`src/rtl/meas_disc_pkg.sv`:
```
// meas_disc_pkg: FSM states, default parameters and saturating add for meas_disc.
package meas_disc_pkg;
  typedef enum logic [2:0] {IDLE, ACC, OFS, MUL, DEC} state_e;
  localparam int TSLICE_DEF = 4;
  localparam int DW_DEF = 16;
  localparam int AW_DEF = 32;
  localparam int CW_DEF = 18;
  localparam int FDEPTH_DEF = 4;
  // a and b are sign-extended w-bit values; the 65-bit sum cannot overflow for w <= 63
  function automatic logic signed [63:0] sat_add(input logic signed [63:0] a, input logic signed [63:0] b, input int w);
    logic signed [64:0] s, mx, mn;
    s = {a[63], a} + {b[63], b};
    mx = (65'sd1 <<< (w - 1)) - 65'sd1;
    mn = -(65'sd1 <<< (w - 1));
    return s > mx ? mx[63:0] : (s < mn ? mn[63:0] : s[63:0]);
  endfunction
endpackage

```
`src/rtl/meas_res_fifo.sv`:
```
// meas_res_fifo: result FIFO; a push into a full FIFO is dropped unless a pop frees a slot the same cycle.
module meas_res_fifo
  import meas_disc_pkg::*;
#(
  parameter int W = AW_DEF + 1,
  parameter int DEPTH = FDEPTH_DEF
) (
  input  logic         clk,
  input  logic         reset,
  input  logic         push,
  input  logic [W-1:0] din,
  input  logic         pop,
  output logic [W-1:0] dout,
  output logic         full,
  output logic         empty
);
  localparam int PW = $clog2(DEPTH);
  logic [W-1:0] mem_q [DEPTH];
  logic [PW:0] wr_q, rd_q;
  logic do_push, do_pop;
  assign empty = wr_q == rd_q;
  assign full = (wr_q - rd_q) == (PW + 1)'(DEPTH);
  assign do_pop = pop & ~empty;
  assign do_push = push & (~full | do_pop);
  assign dout = mem_q[rd_q[PW-1:0]];
  always_ff @(posedge clk)
    if (do_push) mem_q[wr_q[PW-1:0]] <= din;
  always_ff @(posedge clk or posedge reset)
    if (reset) begin
      wr_q <= '0;
      rd_q <= '0;
    end else begin
      wr_q <= wr_q + (PW + 1)'(do_push);
      rd_q <= rd_q + (PW + 1)'(do_pop);
    end
endmodule

```
`src/rtl/meas_disc.sv`:
```
// meas_disc: integrates I/Q over a window, removes offset, rotates and thresholds into a result FIFO.
// Define MEAS_DISC_SAT_EN for saturating accumulation/offset subtraction (default wraps).
module meas_disc
  import meas_disc_pkg::*;
#(
  parameter int TSLICE = TSLICE_DEF,
  parameter int DW = DW_DEF,
  parameter int AW = AW_DEF,
  parameter int CW = CW_DEF,
  parameter int FDEPTH = FDEPTH_DEF
) (
  input  logic                 clk,
  input  logic                 reset,
  input  logic [DW*TSLICE-1:0] xin,
  input  logic [DW*TSLICE-1:0] yin,
  input  logic                 in_valid,
  input  logic                 start,
  input  logic [15:0]          len,
  input  logic [AW-1:0]        xoffset,
  input  logic [AW-1:0]        yoffset,
  input  logic [AW-1:0]        thresh,
  input  logic [CW-1:0]        coscoef,
  input  logic [CW-1:0]        sincoef,
  output logic                 res_valid,
  input  logic                 res_ready,
  output logic                 res_bit,
  output logic [AW-1:0]        res_proj,
  output logic                 busy,
  output logic                 overrun,
  output logic                 collision,
  input  logic                 clr_err
);
  localparam int PW = AW + CW + 1;
  state_e state_q;
  logic busy_q, overrun_q, collision_q;
  logic [15:0] cnt_q;
  logic signed [AW-1:0] xacc_q, yacc_q, xacc_d, yacc_d, xsum, ysum;
  logic signed [AW-1:0] xoff_q, yoff_q, thresh_q, xs_q, ys_q, xs_d, ys_d, p_q, p_d;
  logic signed [CW-1:0] cos_q, sin_q;
  logic signed [PW-1:0] prod;
  logic push, pop, full, empty;
  logic [AW:0] head;
  always_comb begin
    xsum = '0;
    ysum = '0;
    for (int k = 0; k < TSLICE; k++) begin
      xsum = xsum + AW'($signed(xin[k*DW+:DW]));
      ysum = ysum + AW'($signed(yin[k*DW+:DW]));
    end
  end
`ifdef MEAS_DISC_SAT_EN
  assign xacc_d = AW'(sat_add(64'(xacc_q), 64'(xsum), AW));
  assign yacc_d = AW'(sat_add(64'(yacc_q), 64'(ysum), AW));
  assign xs_d = AW'(sat_add(64'(xacc_q), -64'(xoff_q), AW));
  assign ys_d = AW'(sat_add(64'(yacc_q), -64'(yoff_q), AW));
`else
  assign xacc_d = xacc_q + xsum;
  assign yacc_d = yacc_q + ysum;
  assign xs_d = xacc_q - xoff_q;
  assign ys_d = yacc_q - yoff_q;
`endif
  // coefficients are Q1.(CW-2), so the shift restores the integer scale of xs/ys
  assign prod = PW'(xs_q) * PW'(cos_q) + PW'(ys_q) * PW'(sin_q);
  assign p_d = AW'(prod >>> (CW - 2));
  always_ff @(posedge clk or posedge reset)
    if (reset) begin
      state_q <= IDLE;
      busy_q <= 1'b0;
      cnt_q <= '0;
      xacc_q <= '0;
      yacc_q <= '0;
      xoff_q <= '0;
      yoff_q <= '0;
      thresh_q <= '0;
      cos_q <= '0;
      sin_q <= '0;
      xs_q <= '0;
      ys_q <= '0;
      p_q <= '0;
    end else begin
      case (state_q)
        IDLE:
          if (start) begin
            state_q <= ACC;
            busy_q <= 1'b1;
            cnt_q <= len == 16'd0 ? 16'd1 : len;
            xacc_q <= '0;
            yacc_q <= '0;
            xoff_q <= xoffset;
            yoff_q <= yoffset;
            thresh_q <= thresh;
            cos_q <= coscoef;
            sin_q <= sincoef;
          end
        ACC:
          if (in_valid) begin
            xacc_q <= xacc_d;
            yacc_q <= yacc_d;
            cnt_q <= cnt_q - 16'd1;
            if (cnt_q == 16'd1) state_q <= OFS;
          end
        OFS: begin
          xs_q <= xs_d;
          ys_q <= ys_d;
          state_q <= MUL;
        end
        MUL: begin
          p_q <= p_d;
          state_q <= DEC;
        end
        DEC: begin
          state_q <= IDLE;
          busy_q <= 1'b0;
        end
        default: begin
          state_q <= IDLE;
          busy_q <= 1'b0;
        end
      endcase
    end
  assign push = state_q == DEC;
  assign pop = res_valid & res_ready;
  // a fresh error event wins over a simultaneous clear
  always_ff @(posedge clk or posedge reset)
    if (reset) begin
      overrun_q <= 1'b0;
      collision_q <= 1'b0;
    end else begin
      overrun_q <= (overrun_q & ~clr_err) | (push & full & ~pop);
      collision_q <= (collision_q & ~clr_err) | (start & busy_q);
    end
  meas_res_fifo #(.W(AW + 1), .DEPTH(FDEPTH)) u_fifo (
    .clk(clk),
    .reset(reset),
    .push(push),
    .din({p_q >= thresh_q, p_q}),
    .pop(pop),
    .dout(head),
    .full(full),
    .empty(empty)
  );
  assign res_valid = ~empty;
  assign {res_bit, res_proj} = head;
  assign busy = busy_q;
  assign overrun = overrun_q;
  assign collision = collision_q;
endmodule

```
`config.mk`:
```
export PLATFORM = sky130hd
export DESIGN_NAME = meas_disc
export DESIGN_NICKNAME = d
export VERILOG_FILES = /design/src/rtl/meas_disc_pkg.sv /design/src/rtl/meas_res_fifo.sv /design/src/rtl/meas_disc.sv
export SDC_FILE = /design/constraint.sdc
export NUM_CORES = 2
export LEC_CHECK = 0
export BUFFER_PORTS_ARGS = -buffer_cell sky130_fd_sc_hd__buf_2
export CAP_MARGIN = 20
export CORE_MARGIN = 5
export CORE_UTILIZATION = 37
export CTS_BUF_LIST = sky130_fd_sc_hd__clkbuf_16
export CTS_CLUSTER_SIZE = 12
export DETAILED_ROUTE_END_ITERATION = 10
export GPL_ROUTABILITY_DRIVEN = 0
export PLACE_DENSITY = 0.57
export REMOVE_ABC_BUFFERS = 1
export SETUP_SLACK_MARGIN = 0.2
export SYNTH_ARGS = -nofsm -noshare
export SYNTH_HDL_FRONTEND = slang
export SYNTH_SLANG_ARGS = --single-unit
```
`constraint.sdc`:
```
create_clock -name clk -period 31.4 [get_ports clk]
set_clock_uncertainty 0.1 [all_clocks]
set_input_delay 3.14 -clock clk [delete_from_list [all_inputs] [get_ports clk]]
set_output_delay 3.14 -clock clk [all_outputs]
set_load 0.03 [all_outputs]
```
==> metrics.md <==
| Metric | Value |
|---|---|
| Worst-margin pin slew | `1.026 ns` |
| TritonRoute pass-1 iters | `6` |
| Crit. End Element | `flip-flop` |
| PostCTS Resize Cnt | `0` |
| Kind of cell adding the most delay to the critical path | `adder cells` |
| Vias in the first global route | `48.84k` |
| Yosys top cell by area | `fa_1` |
| Synth Warn # | `0` |
| Die footprint | `179800 sq um` |
| CTS tree | `done` |
| Final HPWL DP | `134300 microns` |
| Tot GR Track Use | `18.75%` |
| Vias | `44.14k` |
| Asr flop ratio synth | `70.80%` |
| CTS Buffer Depth | `3` |
| Unrepaired setup endpoints after global routing | `no` |
| Final setup vio count | `0` |
| Die Width | `424.0 microns` |
| Vias/cell | `4.956` |
| Relative slew slack | `31.58%` |
| Fillers | `16.73k` |
| Post-route clock period utilization | `26.56%` |
| Hold Fails Final Rpt | `0` |
| Crit-path max cell delay | `0.61 ns` |
| Critical Path Most Common Cell | `fa_1` |
| Worst Slack Setup Final | `23.06 ns` |
| Final Max Tran Viols | `0` |
| Starting density of the core | `37.09%` |
| Max Cap Viol | `0` |
| Met2 WL | `87130 microns` |
| Max Fclk | `0.1199 GHz` |
| Post-synth top area share | `40.60%` |
| # diodes | `0` |
| DRC Markers | `0` |
| Post-synthesis area per instance | `9.798 sq um` |
| Pin count of the biggest net entering global routing | `116` |
| Slowest cell on the critical path | `dfrtp_1` |
| Routed WL | `165300 microns` |
| H-tree depth | `2` |
| Top cells by area, synth | `fa_1 41%, dfrtp_1 13%, inv_1 7.7%` |
| Status | `finished, final reports clean` |
| Die Ht | `424.0 microns` |
| Top Metal Used | `met5` |
| Met1 WL | `65580 microns` |
| First-pass GRT wire length | `266800 microns` |
| Core Box Area | `171000 sq um` |
| Post-synthesis cell area | `63410 sq um` |
| CTS Buf Count | `58` |
| Crit path required time | `31.81 ns` |
| Port-buffer cells | `318` |
| Clk pin slew, worst setup/hold paths | `0.06 ns` |
| Post-synth cell types | `73` |
| Post-synth top flop | `dfrtp_1` |
| Initial antenna violation count | `7` |
| EDFF count, synth | `132` |
| Clock root cell | `clkbuf_16` |
| Fraction of layout cells with a size suffix above 1 | `8.167%` |
| Postcts setup bufs | `0` |
| Arrival @ worst endpoint | `8.75 ns` |
| GRT overflow | `0` |
| Nets | `8529` |
| Worst hold-check path type | `reg2reg` |
| Commonest non-fill, non-tap cell in the layout | `inv_1` |
| Setup crit start kind | `flip-flop` |
| Worst Path Class, Setup | `reg2reg` |
| Place WS | `23.07 ns` |
| Period minus WS final | `8.340 ns` |
| Post-Synthesis Cells | `6472` |
| Worst Path Max Fanout | `21` |
| Hold-fix buffers, CTS | `0` |
| Clock sink count | `452` |
| Synth Register Bits | `452` |
| Clock Latency Late Sink | `0.68 ns` |
| Fraction of the yosys area taken by sequential cells | `18.88%` |
| Worst path bufs/invs | `6` |
| Top Ports | `319` |
| WL per Instance | `18.56 microns` |
| Syn-to-layout area delta | `9.283%` |
| Post-DRT Antenna Nets | `0` |
| 1st-iter DRT viols | `2347` |
| Met3 WL | `6783 microns` |
| Most frequent cells in the layout | `1313 x inv_1, 1286 x fa_1, 1037 x nand2_1` |
| Row count | `152` |
| Setup TNS | `0 ns` |
-- cell type report --
type	instances	area [sq um]	area share [%]
Clock inverter	51	450.4	0.6500
Inverter	1303	4898	7.068
Clock buffer	58	1451	2.094
Sequential cell	452	11970	17.28
Tap cell	2233	2794	4.032
Timing Repair Buffer	396	2292	3.308
Multi-Input combinational cell	4413	45440	65.57
-- cell usage after synthesis (6+ instances only) --
master and number:
a211oi_1 16, a21o_1 73, a21oi_1 115, a31oi_1 22, a32oi_1 8, and2_1 469, and3_1 14, buf_1 17
clkbuf_1 283, dfrtp_1 320, edfxtp_1 132, fa_1 1286, ha_1 337, inv_1 1303, mux2i_1 7, mux4_2 33
nand2_1 1038, nand2b_1 53, nand3_1 78, nand3b_1 9, nand4_1 30, nor2_1 76, nor2b_1 59, nor3_1 40
nor4_1 11, o2111ai_1 6, o211ai_1 7, o21a_1 22, o21ai_0 290, o21ai_1 11, o21bai_1 22, o22ai_1 6
o31ai_1 21, or3_1 12, xnor2_1 92, xor2_1 78
-- sequential cells by signal, summed over array words and instances (netlist names), 3 cells and up --
register / flops
cnt_q: 16
cos_q: 18
p_q: 32
sin_q: 18
state_q: 3
thresh_q: 32
u_fifo.mem_q: 132
u_fifo.rd_q: 3
u_fifo.wr_q: 3
xacc_q: 32
xoff_q: 32
xs_q: 32
yacc_q: 32
yoff_q: 32
ys_q: 32
-- through the flow --
| step | instances | hold WS (ns) | utilization [%] | instance area (sq um) |
|---|---|---|---|---|
| 2_1_floorplan | 6168 | 0.3497 | - | 62270 |
| 3_3_place_gp | 8790 | 0.3650 | 39.32 | 67230 |
| 3_5_place_dp | 8790 | 0.3684 | 39.32 | 67230 |
| 4_1_cts | 8899 | 0.3834 | 40.44 | 69130 |
| 5_1_grt | 8906 | 0.3946 | 40.53 | 69300 |
| 6_report | 8906 | 0.3835 | 40.53 | 69300 |
-- worst min-delay path, cell delays in order (launching register included) --
cell and delay, ns:
dfrtp_1 0.35, nand2_1 0.05, nand2_1 0.06
-- metal layers --
layer  vias to the layer above  global-route usage (%)
li1                      19946                       -
met1                     22995                   23.15
met2                       935                   34.37
met3                       262                   1.970
met4                         2                   5.977
met5                         -                       0
-- cells by family (layout without fill, tap and decap cells) --
group                      after synthesis  after routing  synth area share (%)
AOI/OAI and AO/OA                      669            669                 6.403
xor gates and xnor gates               170            170                 2.348
adders and majority gates             1623           1623                 47.25
buffers and inverters                 1607           1808                 9.520
DFF                                    452            452                 18.88
muxes                                   40             40                 1.282
and+or+nand+nor                       1911           1911                 14.32
-- worst paths after layout --
kind / from / end / slack (ns) / cells after the start
min in group asynchronous: reset / p_q[8] / 2.40 / 2
max in group asynchronous: reset / u_fifo.rd_q[0] / 26.17 / 5
hold reg to reg: cos_q[2] / cos_q[2] / 0.38 / 2
setup / recovery: cos_q[0] / p_q[23] / 23.06 / 27
hold / removal: cos_q[2] / cos_q[2] / 0.38 / 2
setup reg to reg: cos_q[0] / p_q[23] / 23.06 / 27
Power is not shown: default switching activity piles up to over one toggle a cycle in this logic, so the estimate is an artifact.
